--- config.mk ---
export PLATFORM = sky130hd
export DESIGN_NAME = kv_wr_addr_gen
export DESIGN_NICKNAME = d
export VERILOG_FILES = /design/src/rtl/kv_wr_addr_gen.sv
export SDC_FILE = /design/constraint.sdc
export NUM_CORES = 1
export LEC_CHECK = 0
export ABC_AREA = 1
export CAP_MARGIN = 15
export CELL_PAD_IN_SITES_DETAIL_PLACEMENT = 0
export CELL_PAD_IN_SITES_GLOBAL_PLACEMENT = 1
export CORE_MARGIN = 2
export CORE_UTILIZATION = 42
export CTS_CLUSTER_DIAMETER = 40
export DETAILED_ROUTE_END_ITERATION = 10
export MAX_ROUTING_LAYER = met4
export PLACE_DENSITY_LB_ADDON = 0.1
export REMOVE_ABC_BUFFERS = 1
export SLEW_MARGIN = 20
export SYNTH_ARGS = -nofsm -noshare
export SYNTH_HDL_FRONTEND = slang
export SYNTH_SLANG_ARGS = --single-unit
--- constraint.sdc ---
create_clock -name clk -period 5.4 [get_ports clk]
set_input_delay 0.54 -clock clk [delete_from_list [all_inputs] [get_ports clk]]
set_output_delay 0.54 -clock clk [all_outputs]
set_load 0.01 [all_outputs]
--- src/rtl/kv_wr_addr_gen.sv ---
// rtl/kv_wr_addr_gen.sv - MMU write-path address generator for general, K, V and matmul sub-sample writes
// Define KV_WR_ADDR_REG_EN to register logic_addr/phy_addr1/phy_addr2 (one cycle of latency).
module kv_wr_addr_gen #(
    parameter int DIM_MAX_LOGIC_ADDRESS = 10,
    parameter int DIM_MAX_MEM           = 14,
    parameter int DIM_TIMESTEP          = 8,
    parameter int DIM_OFFSET            = 6,
    parameter int NUM_K_BANKS           = 4,
    parameter int MM_GROUP              = 4,
    parameter int KV_DEPTH              = 800,
    parameter int TS_SHIFT              = 2,
    parameter int USE_V_STRIDE          = 4,
    parameter int USE_V_GROUPS          = 4,
    localparam int KBW                  = $clog2(NUM_K_BANKS),
    localparam int MMW                  = $clog2(MM_GROUP)
) (
    input  logic                             clk,
    input  logic                             rst_n,
    input  logic                             clr,
    input  logic                             wr_en,
    input  logic                             valid_op,
    input  logic                             v_gen_id,
    input  logic                             k_gen_id,
    input  logic                             matmul_ss_id,
    input  logic                             use_v,
    input  logic                             end_inference,
    input  logic [DIM_OFFSET-1:0]            offset_v_ext,
    input  logic [DIM_MAX_MEM-1:0]           wr_baddr1,
    input  logic [DIM_MAX_MEM-1:0]           wr_baddr2,
    output logic [DIM_MAX_LOGIC_ADDRESS-1:0] logic_addr,
    output logic [DIM_MAX_MEM-1:0]           phy_addr1,
    output logic [DIM_MAX_MEM-1:0]           phy_addr2,
    output logic [DIM_MAX_LOGIC_ADDRESS-1:0] k_ptr,
    output logic [KBW-1:0]                   k_bank_sel,
    output logic [DIM_MAX_LOGIC_ADDRESS-1:0] v_ptr,
    output logic [DIM_TIMESTEP-1:0]          timestep,
    output logic [DIM_MAX_LOGIC_ADDRESS-1:0] gen_cnt,
    output logic [MMW-1:0]                   sel_data_int,
    output logic                             offset_mm_si,
    output logic                             v_wrap,
    output logic                             err_mode
);

    localparam int LW = DIM_MAX_LOGIC_ADDRESS;
    localparam int MW = DIM_MAX_MEM;
    localparam logic [LW-1:0]  KV_LAST    = LW'(KV_DEPTH - 1);
    localparam logic [MMW-1:0] MM_LAST    = MMW'(MM_GROUP - 1);
    localparam logic [LW-1:0]  USE_V_INC  = LW'(USE_V_STRIDE);
    localparam logic [LW-1:0]  USE_V_WRAP = LW'(USE_V_STRIDE * USE_V_GROUPS);

    logic [LW-1:0]  k_bank [NUM_K_BANKS];
    logic [LW-1:0]  offset_v;
    logic [LW-1:0]  use_v_off;
    logic [LW-1:0]  v_addr;
    logic [LW-1:0]  logic_addr_c;
    logic [MW-1:0]  phy_addr1_c;
    logic [MW-1:0]  phy_addr2_c;
    logic           grp_done;
    logic           en_gen_cnt;

    assign grp_done   = wr_en && (sel_data_int == MM_LAST);
    assign en_gen_cnt = matmul_ss_id ? grp_done : wr_en;

    // Matmul sub-sample group index: restarts at each op and after every full group.
    always_ff @(posedge clk or negedge rst_n) begin
        if (!rst_n) begin
            sel_data_int <= '0;
        end else if (clr || valid_op || grp_done) begin
            sel_data_int <= '0;
        end else if (wr_en) begin
            sel_data_int <= sel_data_int + 1'b1;
        end
    end

    always_ff @(posedge clk or negedge rst_n) begin
        if (!rst_n) begin
            gen_cnt <= '0;
        end else if (clr || valid_op) begin
            gen_cnt <= '0;
        end else if (en_gen_cnt) begin
            gen_cnt <= gen_cnt + 1'b1;
        end
    end

    always_ff @(posedge clk or negedge rst_n) begin
        if (!rst_n) begin
            k_bank_sel <= '0;
        end else if (end_inference) begin
            k_bank_sel <= '0;
        end else if (k_gen_id && valid_op) begin
            k_bank_sel <= k_bank_sel + 1'b1;
        end
    end

    // Only the selected K bank advances; each bank is its own ring.
    always_ff @(posedge clk or negedge rst_n) begin
        if (!rst_n) begin
            for (int i = 0; i < NUM_K_BANKS; i++) k_bank[i] <= '0;
        end else if (end_inference) begin
            for (int i = 0; i < NUM_K_BANKS; i++) k_bank[i] <= '0;
        end else if (k_gen_id && wr_en) begin
            if (k_bank[k_bank_sel] == KV_LAST) k_bank[k_bank_sel] <= '0;
            else k_bank[k_bank_sel] <= k_bank[k_bank_sel] + 1'b1;
        end
    end

    assign k_ptr = k_bank[k_bank_sel];

    always_ff @(posedge clk or negedge rst_n) begin
        if (!rst_n) begin
            v_ptr  <= '0;
            v_wrap <= 1'b0;
        end else if (end_inference) begin
            v_ptr  <= '0;
            v_wrap <= 1'b0;
        end else if (v_gen_id && valid_op) begin
            if (v_ptr == KV_LAST) begin
                v_ptr  <= '0;
                v_wrap <= 1'b1;
            end else begin
                v_ptr <= v_ptr + 1'b1;
            end
        end
    end

    always_ff @(posedge clk or negedge rst_n) begin
        if (!rst_n) begin
            offset_v <= '0;
        end else if (clr) begin
            offset_v <= '0;
        end else if (wr_en && v_gen_id) begin
            offset_v <= offset_v + LW'(offset_v_ext);
        end
    end

    assign offset_mm_si = (use_v_off == USE_V_WRAP);

    // Reaching the wrap value is observable for one op; the next op restarts at zero.
    always_ff @(posedge clk or negedge rst_n) begin
        if (!rst_n) begin
            use_v_off <= '0;
        end else if (offset_mm_si && valid_op) begin
            use_v_off <= '0;
        end else if (valid_op && use_v) begin
            use_v_off <= use_v_off + USE_V_INC;
        end
    end

    always_ff @(posedge clk or negedge rst_n) begin
        if (!rst_n) begin
            err_mode <= 1'b0;
        end else if (clr) begin
            err_mode <= 1'b0;
        end else if (v_gen_id && k_gen_id && (wr_en || valid_op)) begin
            err_mode <= 1'b1;
        end
    end

    assign timestep = DIM_TIMESTEP'(v_ptr >> TS_SHIFT);
    assign v_addr   = offset_v + LW'(timestep >> TS_SHIFT);

    always_comb begin
        logic_addr_c = gen_cnt;
        if (v_gen_id)      logic_addr_c = v_addr;
        else if (k_gen_id) logic_addr_c = k_ptr;
        else if (use_v)    logic_addr_c = gen_cnt + use_v_off;
    end

    assign phy_addr1_c = wr_baddr1 + MW'(logic_addr_c);
    assign phy_addr2_c = wr_baddr2 + MW'(logic_addr_c);

`ifdef KV_WR_ADDR_REG_EN
    always_ff @(posedge clk or negedge rst_n) begin
        if (!rst_n) begin
            logic_addr <= '0;
            phy_addr1  <= '0;
            phy_addr2  <= '0;
        end else begin
            logic_addr <= logic_addr_c;
            phy_addr1  <= phy_addr1_c;
            phy_addr2  <= phy_addr2_c;
        end
    end
`else
    assign logic_addr = logic_addr_c;
    assign phy_addr1  = phy_addr1_c;
    assign phy_addr2  = phy_addr2_c;
`endif

endmodule

==> results of run 1 <==
==> cells in the mapped netlist (8+ instances only) <==
cell | n | share of area (%)
o21ai_1 | 20 | 1.3
inv_1 | 96 | 4.8
buf_6 | 8 | 1.2
nand3_1 | 125 | 8.4
xnor2_1 | 10 | 1.2
a21oi_1 | 71 | 4.7
dfrtp_1 | 84 | 28
nand2_2 | 8 | 0.67
nand2_1 | 329 | 16
nor3_1 | 12 | 0.80
o211ai_1 | 9 | 0.90
xor2_1 | 29 | 3.4
nor2_1 | 89 | 4.5
buf_4 | 9 | 0.90
clkbuf_1 | 14 | 0.70
o21ai_0 | 71 | 4.7
ha_1 | 52 | 8.7
==> worst reg2reg max path, delay by kind of cell, from the launching register on <==
family          cells  cell delay [ns]
simple gates        9             1.97
flops               1             0.78
buf+inv             2             0.54
fa+ha+maj           1             0.20
compound gates      1             0.12
==> worst paths after layout <==
path,from,cells after the start,to,slack (ns)
min reg2reg,k_bank[28],2,k_bank[28],0.48
min in group clk,k_bank[28],2,k_bank[28],0.48
min,rst_n,1,k_bank[17],0.16
max,k_bank_sel[1],18,phy_addr1[10],0.50
max reg2reg,k_bank_sel[1],13,k_bank[6],1.72
max in group asynchronous,rst_n,2,gen_cnt[0],4.21
==> cell families (layout without fill, tap and decap cells) <==
logic type	count (synthesis)	after routing	share of synthesized area, %
adders and majority gates	56	56	9.76
buffers and inverters	141	243	8.47
xor gates and xnor gates	39	39	4.56
AOI/OAI and AO/OA	191	191	14.1
and+or+nand+nor	603	603	35.0
DFF	84	84	28.1
==> state kept, by name (all words and copies together), names as in the netlist <==
| name | flops |
|---|---|
| k_bank | 40 |
| use_v_off | 8 |
| v_ptr | 10 |
| v_wrap | 1 |
| gen_cnt | 10 |
| sel_data_int | 2 |
| err_mode | 1 |
| k_bank_sel | 2 |
| offset_v | 10 |
==> power by group <==
| part | switching (mW) | internal (mW) |
|---|---|---|
| clock | 0.279 | 0.418 |
| combinational | 0.458 | 0.333 |
| sequential | 0.0455 | 0.669 |
| total | 0.782 | 1.42 |
==> per-stage QoR <==
step / total power, mW / setup slack (ns) / hold WS (ns) / utilization [%] / area, sq um
after floorplan: 1.17 / 1.48 / 0.244 / - / 7230
after global placement: 1.52 / 0.975 / 0.466 / 50.6 / 8780
after detailed placement: 1.52 / 0.861 / 0.465 / 50.6 / 8780
after CTS: 2.22 / 0.500 / 0.174 / 52.5 / 9110
after global routing: 2.33 / 0.106 / 0.199 / 52.5 / 9110
final: 2.20 / 0.503 / 0.157 / 52.5 / 9110
==> routing by layer <==
| metal | vias to the layer above | part of all wire (%) | routed length [microns] | track usage, % |
|---|---|---|---|---|
| met5 | - | 0 | 0 | - |
| met4 | 0 | 1.7 | 396 | 6.01 |
| met3 | 24 | 4.8 | 1090 | 3.24 |
| met2 | 189 | 47 | 10900 | 41.3 |
| met1 | 3477 | 46 | 10600 | 33.8 |
| li1 | 3867 | - | - | - |
==> final cells by class <==
| type | instances | share of cell area [%] |
|---|---|---|
| clock inverters | 5 | 0.934 |
| flip-flops and latches | 84 | 23.1 |
| clock buffers | 10 | 2.62 |
| multi-input cells | 889 | 52.2 |
| inverters | 100 | 4.12 |
| well taps | 225 | 3.09 |
| repair buffers | 128 | 14.0 |
==> out/results.ini, run 1 <==
[status]
status = finished clean

[worst_setup_path]
critical_path_class = register to primary output
cp_top_family = buffers and inverters
crit_chain = inv_2 -> nand3_1 -> o21ai_2 -> inv_2 -> o21ai_0 -> nand2_1 -> ha_1 -> fa_1 -> nand3_1 -> nand2_1 -> nand2_1 -> nand2_1 -> a21oi_1 -> o21ai_0 -> nand3_1 -> nand3_1 -> nand2_1 -> clkdlybuf4s50_1
max_stage_delay_ns = 0.64
worst_path_max_delay_cell = dfrtp_1
path_max_fanout = 20
required_ns = 4.86
path_buf_inv = 3
endpoint_kind = primary output
crit_arrival_ns = 4.36
cp-start-kind = register
crit_path_frequent_cell = nand2_1

[global_routing]
grt_pass1_wl_microns = 36300
grt_usage_pct = 25.4
grt_pass1_vias = 7066
grt_max_degree = 46
grt_antenna_before_repair = 0
gr-total-overflow = 0

[floorplanning]
die_h_microns = 138
ioPinCount = 127
die_x_microns = 138
fp.coreArea_sq_mm = 0.0174
initial_utilization_pct = 43.1
std_cell_rows = 48
die_area_sq_mm = 0.0189

[layout]
multiInputGateArea_sq_mm = 0.00475
drive_above_1_share_pct = 4.77
num-nets-final = 1312
area_growth_pct = 21.6
regArea_sq_mm = 0.00210
final_common_cell = nand2_1
layout.cells.non_filler = 1441
antennaDiodeCount = 0
fillers = 1829
final_cell_mix = nand2_1 (329), nand3_1 (125), clkdlybuf4s50_1 (125)

[sta]
fin_crit_ns = 4.90
max_freq_mhz = 204
fin_setup_tns_ns = 0
period_share_pct = 90.7
maxSlewHeadroom_pct = 44.3
tightestPinTransition_ns = 0.833
fin_skew_ns = 0.0119
setup_violations = 0
finalHoldViolCount = 0
rsz0062_at_grt = false
drv_slew = 0

[yosys]
yosys_warnings = 0
syn_area_per_cell_sq_um = 6.72
synth_cell_type_count = 45
synthFlopType = dfrtp_1
synth.ff_latch_count = 84
synthArstFlopShare_pct = 100
synth-edff-count = 0
ys_seq_area_share_pct = 28.1
syn_area_sq_mm = 0.00749
synthCells = 1114

[routing]
viasPerCell = 5.24
wl_microns = 23000
detail_route.first_pass.iterations = 5
drt_iter0_drc = 390
vias = 7557
route.detailed.drc = 0
routedWlPerCell_microns = 16.0
antenna_left = 0

[power_and_ir_drop]
p_leak_nw = 4.39
ir_drop_mv = 0.148
p_per_area_mw_per_mm2 = 242

[clock_network]
clk_pin_slew_ns = 0.07
htree_levels = 3
cts_tree = built
cts_buffers = 9
clockRootBuffer = clkbuf_16
clk_latency_ns = 0.35
clock-sinks = 84
post_cts_buffers = 0
cts_resized = 0
cts_hold_buf = 0
ctsLongestPathBuffers = 2

[place]
io_buffers = 126
place_inst = 1426
dp_hpwl_microns = 17800
gp_congestion = 0.928

[hold_path]
worstHoldPathType = primary input to async pin

[flow_run]
max_cap_violations = 0

No activity file was read; power rests on OpenSTA's default activity.
==> run 2, diff against run 1 <==
--- a/config.mk
+++ b/config.mk
@@ -9,7 +9,7 @@
 export CAP_MARGIN = 15
 export CELL_PAD_IN_SITES_DETAIL_PLACEMENT = 0
 export CELL_PAD_IN_SITES_GLOBAL_PLACEMENT = 1
-export CORE_MARGIN = 2
+export CORE_MARGIN = 3
 export CORE_UTILIZATION = 42
 export CTS_CLUSTER_DIAMETER = 40
 export DETAILED_ROUTE_END_ITERATION = 10
==> out/results.ini, run 2 (synthesized netlist as in run 1, its figures left out) <==
[layout]
fillers = 1838  ; was 1,829
num-nets-final = 1312  ; unchanged
antennaDiodeCount = 0  ; unchanged
drive_above_1_share_pct = 4.85  ; was 4.77%
final_common_cell = nand2_1  ; unchanged
final_cell_area_sq_mm = 0.00910  ; was 0.00911 sq mm
largest-register = k_bank  ; unchanged
area_growth_pct = 21.6  ; about the same
largest_reg_flops = 40  ; unchanged
final_cell_mix = nand2_1 (329), nand3_1 (125), clkdlybuf4s50_1 (125)  ; unchanged

[floorplanning]
std_cell_rows = 48  ; unchanged
die_area_sq_mm = 0.0195  ; was 0.0189 sq mm
initial_utilization_pct = 43.1  ; unchanged
ioPinCount = 127  ; unchanged
die_h_microns = 140  ; was 138 microns
die_x_microns = 140  ; was 138 microns
fp.coreArea_sq_mm = 0.0174  ; unchanged

[flow_run]
max_cap_violations = 0  ; unchanged

[clock_network]
cts_resized = 0  ; unchanged
clk_latency_ns = 0.35  ; about the same
htree_levels = 3  ; unchanged
clock-sinks = 84  ; unchanged
ctsLongestPathBuffers = 2  ; unchanged
cts_tree = built  ; unchanged
cts_hold_buf = 0  ; unchanged
clk_pin_slew_ns = 0.07  ; about the same
clockRootBuffer = clkbuf_16  ; unchanged
cts_buffers = 9  ; unchanged
post_cts_buffers = 0  ; unchanged

[sta]
tightestPinTransition_ns = 0.891  ; was 0.833 ns
maxSlewHeadroom_pct = 40.6  ; was 44.3%
fin_setup_tns_ns = 0  ; unchanged
rsz0062_at_grt = false  ; unchanged
hold_slack_ns = 0.0570  ; was 0.157 ns
setup_violations = 0  ; unchanged
fin_skew_ns = 0.0101  ; was 0.0119 ns
finalHoldViolCount = 0  ; unchanged
period_share_pct = 90.0  ; was 90.7%
drv_slew = 0  ; unchanged
max_freq_mhz = 206  ; was 204 MHz
fin_ws_ns = 0.541  ; was 0.503 ns
fin_crit_ns = 4.86  ; was 4.90 ns

[global_routing]
grt_usage_pct = 24.4  ; was 25.4%
gr-total-overflow = 0  ; unchanged
grt_max_degree = 67  ; was 46
grt_pass1_wl_microns = 37600  ; was 36,300 microns
grt_antenna_before_repair = 0  ; unchanged
grt_pass1_vias = 7282  ; was 7,066

[worst_setup_path]
critical_path_class = register to primary output  ; unchanged
endpoint_kind = primary output  ; unchanged
crit_arrival_ns = 4.32  ; was 4.36 ns
ff2ff_path_depth = 13  ; unchanged
path_max_fanout = 29  ; was 20
cp-start-kind = register  ; unchanged
required_ns = 4.86  ; about the same

[status]
status = finished clean  ; unchanged

[routing]
route.detailed.drc = 0  ; unchanged
detail_route.first_pass.iterations = 6  ; was 5
wl_microns = 23000  ; about the same
vias = 7589  ; was 7,557
antenna_left = 0  ; unchanged
viasPerCell = 5.26  ; was 5.24
routedWlPerCell_microns = 15.9  ; was 16.0 microns
drt_iter0_drc = 489  ; was 390

[place]
gp_congestion = 0.906  ; was 0.928
dp_hpwl_microns = 17900  ; was 17,800 microns
io_buffers = 126  ; unchanged
pre_cts_ws_ns = 0.835  ; was 0.861 ns
placed_area_sq_mm = 0.00878  ; unchanged

[power_and_ir_drop]
p_leak_nw = 4.39  ; about the same
p_total_mw = 2.18  ; was 2.20 mW
ir_drop_mv = 0.156  ; was 0.148 mV
p_per_area_mw_per_mm2 = 240  ; was 242 mW/mm^2

[hold_path]
worstHoldPathType = primary input to async pin  ; unchanged

run 2: cell types whose count changed in the layout (fill, tap and decap cells not counted), sizes merged:
cell,change
clkbuf,+2
bufinv,-1
run 2: power breakdown:
group          internal, mW  switching (mW)
logic                 0.333           0.455
registers             0.669          0.0476
clock network         0.399           0.279
run 2: critical path: stages (launching register included):
cell             delay [ns]
dfrtp_1                0.63
inv_2                  0.35
nand2_1                0.14
nand3_1                0.09
o21ai_2                0.17
inv_2                  0.16
o21ai_0                0.20
nand2_1                0.12
ha_1                   0.22
fa_1                   0.42
nand3_1                0.09
nand2_1                0.11
nand2_1                0.08
nand2_1                0.05
a21oi_1                0.19
o21ai_0                0.17
nand3_1                0.12
nand3_1                0.07
nand2_1                0.08
clkdlybuf4s50_1        0.53
run 2: metal layers:
layer  GRT usage, %  wire length, microns  vias to the layer above
li1               -                     -                     3875
met1           32.6                 10700                     3513
met2           39.4                 10900                      173
met3           3.30                   954                       28
met4           6.33                   409                        0
met5              -                     0                        -
run 2: path summary, 6_finish.rpt:
check / startpoint / to / slack (ns)
max: k_bank_sel[0] / phy_addr2[10] / 0.54
min: rst_n / gen_cnt[4] / 0.06
max reg2reg: k_bank_sel[1] / k_bank[7] / 1.80
min reg2reg: k_bank[28] / k_bank[28] / 0.48
max in group asynchronous: rst_n / v_ptr[5] / 4.17
min in group clk: k_bank[28] / k_bank[28] / 0.48
run 2: area by class of cell:
| cell class | count | area [sq um] | area share, % |
|---|---|---|---|
| multi-input combinational | 889 | 4750 | 52.2 |
| sequential | 84 | 2100 | 23.1 |
| timing repair buffer | 128 | 1270 | 14.0 |
| inverter | 100 | 375 | 4.12 |
| tap | 225 | 282 | 3.09 |
| clock buffer | 12 | 267 | 2.93 |
| clock inverter | 4 | 55.1 | 0.605 |
run 2: metrics by stage:
step / utilization, % / cells
CTS: 52.5 / 1442
global placement: 50.6 / 1426
finish: 52.5 / 1442
floorplan: - / 1073
detailed placement: 50.6 / 1426
global route: 52.5 / 1442
==> run 3, diff against run 2 <==
--- a/config.mk
+++ b/config.mk
@@ -14,7 +14,7 @@
 export CTS_CLUSTER_DIAMETER = 40
 export DETAILED_ROUTE_END_ITERATION = 10
 export MAX_ROUTING_LAYER = met4
-export PLACE_DENSITY_LB_ADDON = 0.1
+export PLACE_DENSITY = 0.95
 export REMOVE_ABC_BUFFERS = 1
 export SLEW_MARGIN = 20
 export SYNTH_ARGS = -nofsm -noshare
==> out/results.ini, run 3 (synthesized netlist as in run 1, its figures left out) <==
[status]
status = finished clean  ; unchanged

[layout]
antennaDiodeCount = 0  ; unchanged
num-nets-final = 1312  ; unchanged
largest-register = k_bank  ; unchanged
drive_above_1_share_pct = 4.85  ; unchanged
area_growth_pct = 21.3  ; was 21.6%
final_cell_mix = nand2_1 (329), nand3_1 (125), clkdlybuf4s50_1 (125)  ; unchanged
final_cell_area_sq_mm = 0.00908  ; was 0.00910 sq mm
largest_reg_flops = 40  ; unchanged
final_common_cell = nand2_1  ; unchanged

[clock_network]
cts_buffers = 9  ; unchanged
clock-sinks = 84  ; unchanged
cts_tree = built  ; unchanged
clk_latency_ns = 0.35  ; about the same
cts_hold_buf = 0  ; unchanged
clockRootBuffer = clkbuf_16  ; unchanged
post_cts_buffers = 0  ; unchanged
clk_pin_slew_ns = 0.07  ; about the same
ctsLongestPathBuffers = 2  ; unchanged
htree_levels = 3  ; unchanged
cts_resized = 0  ; unchanged

[global_routing]
grt_use_met3_pct = 3.40  ; was 3.30%
grt_util_met1_pct = 33.3  ; was 32.6%
gr-total-overflow = 0  ; unchanged
grt-busiest-layer = met2  ; unchanged
grt_antenna_before_repair = 0  ; unchanged
grt_pass1_vias = 7149  ; was 7,282
grt_max_degree = 62  ; was 67
grtUsageMet2_pct = 35.2  ; was 39.4%
grt_usage_pct = 23.5  ; was 24.4%
grt_pass1_wl_microns = 36700  ; was 37,600 microns

[worst_setup_path]
crit_chain = inv_2 -> nand3_1 -> o21ai_2 -> inv_2 -> o21ai_0 -> nand2_1 -> ha_1 -> fa_1 -> nand3_1 -> nand2_1 -> nand2_1 -> nand2_1 -> a21oi_1 -> o21ai_0 -> nand3_1 -> nand3_1 -> nand2_1 -> clkdlybuf4s50_1  ; was inv_2 -> nand2_1 -> nand3_1 -> o21ai_2 -> inv_2 -> o21ai_0 -> nand2_1 -> ha_1 -> fa_1 -> nand3_1 -> nand2_1 -> nand2_1 -> nand2_1 -> a21oi_1 -> o21ai_0 -> nand3_1 -> nand3_1 -> nand2_1 -> clkdlybuf4s50_1
critical_path_class = register to primary output  ; unchanged
crit_path_frequent_cell = nand2_1  ; unchanged
required_ns = 4.86  ; about the same
worst_path_max_delay_cell = dfrtp_1  ; unchanged
cp-start-kind = register  ; unchanged
endpoint_kind = primary output  ; unchanged
path_max_fanout = 20  ; was 29
crit_arrival_ns = 4.45  ; was 4.32 ns
max_stage_delay_ns = 0.64  ; was 0.63 ns

[power_and_ir_drop]
ir_drop_mv = 0.194  ; was 0.156 mV
p_leak_nw = 4.38  ; was 4.39 nW
p_seq_share_pct = 33.2  ; was 32.8%
internal_power_mw = 1.36  ; was 1.40 mW
clockPowerShare_pct = 29.6  ; was 31.1%
p_sw_uw = 785  ; was 781 uW
power.share.switching_pct = 36.5  ; was 35.8%
pwr-share-comb_pct = 37.2  ; was 36.1%
p_per_area_mw_per_mm2 = 237  ; was 240 mW/mm^2

[sta]
tightestPinTransition_ns = 0.837  ; was 0.891 ns
fin_crit_ns = 4.99  ; was 4.86 ns
period_share_pct = 92.4  ; was 90.0%
fin_skew_ns = 0.00918  ; was 0.0101 ns
drv_slew = 0  ; unchanged
fin_setup_tns_ns = 0  ; unchanged
hold_slack_ns = 0.0868  ; was 0.0570 ns
maxSlewHeadroom_pct = 44.1  ; was 40.6%
finalHoldViolCount = 0  ; unchanged
rsz0062_at_grt = false  ; unchanged
setup_violations = 0  ; unchanged
fin_ws_ns = 0.410  ; was 0.541 ns
max_freq_mhz = 200  ; was 206 MHz

[hold_path]
worstHoldPathType = primary input to async pin  ; unchanged

[routing]
antenna_left = 0  ; unchanged
detail_route.first_pass.iterations = 5  ; was 6
drt_iter0_drc = 756  ; was 489
vias = 7649  ; was 7,589
wl_microns = 22300  ; was 23,000 microns
viasPerCell = 5.30  ; was 5.26
route.detailed.drc = 0  ; unchanged
routedWlPerCell_microns = 15.4  ; was 15.9 microns

[flow_run]
max_cap_violations = 0  ; unchanged

[floorplanning]
fp.coreArea_sq_mm = 0.0174  ; unchanged
die_area_sq_mm = 0.0195  ; unchanged
initial_utilization_pct = 43.1  ; unchanged
die_h_microns = 140  ; unchanged
die_x_microns = 140  ; unchanged
ioPinCount = 127  ; unchanged
std_cell_rows = 48  ; unchanged

[place]
pre_cts_ws_ns = 0.863  ; was 0.835 ns
gp_congestion = 0.909  ; was 0.906
io_buffers = 126  ; unchanged
placed_area_sq_mm = 0.00878  ; unchanged
dp_hpwl_microns = 17100  ; was 17,900 microns

==> run 3: cell count changes in the layout (fill, tap and decap cells not counted), sizes merged <==
cell | before | now
clkbuf | 12 | 9
clkinvlp | 1 | 2
clkinv | 1 | 3
==> run 3: path summary, 6_finish.rpt <==
kind / cells past startpoint / end / slack (ns) / start
max in group asynchronous: 2 / gen_cnt[7] / 4.21 / rst_n
min reg2reg: 2 / k_bank[1] / 0.49 / k_bank[1]
max: 18 / phy_addr2[10] / 0.41 / k_bank_sel[1]
min in group clk: 2 / k_bank[1] / 0.49 / k_bank[1]
min: 1 / k_bank[7] / 0.09 / rst_n
max reg2reg: 13 / k_bank[5] / 1.58 / k_bank_sel[1]
==> run 3: routing by layer <==
metal | up-vias | part of all wire, %
met1 | 3511 | 47
met5 | - | 0
met4 | 0 | 2.3
met2 | 245 | 45
li1 | 3858 | -
met3 | 35 | 5.6
==> run 3: metrics by stage <==
step | std cells | total power [mW] | util [%]
after floorplan | 1073 | 1.17 | -
after global placement | 1426 | 1.51 | 50.6
final | 1442 | 2.15 | 52.3
after detailed placement | 1426 | 1.52 | 50.6
after CTS | 1442 | 2.16 | 52.3
after global routing | 1442 | 2.28 | 52.3
==> run 3: worst max-delay path, delay by kind of cell (launching register included) <==
kind | cells | cell delay, ns
AOI/OAI and AO/OA | 4 | 0.76
buffers and inverters | 3 | 1.17
and+or+nand+nor | 9 | 0.87
DFF | 1 | 0.64
adders and majority gates | 2 | 0.64
==> run 3: power groups by stage <==
stage | combinational (mW) | clock, mW | sequential (mW)
floorplan | 0.456 | 0 | 0.717
global placement | 0.787 | 0 | 0.726
detailed placement | 0.790 | 0 | 0.727
CTS | 0.796 | 0.654 | 0.715
global route | 0.880 | 0.679 | 0.720
finish | 0.799 | 0.636 | 0.715
==> run 3: area by class of cell <==
cell class	instances	area, sq um
fill	1734	8270
tap	225	282
inverter	100	375
sequential	84	2100
clock buffer	9	225
timing repair buffer	128	1270
multi-input combinational	889	4750
clock inverter	7	76.3
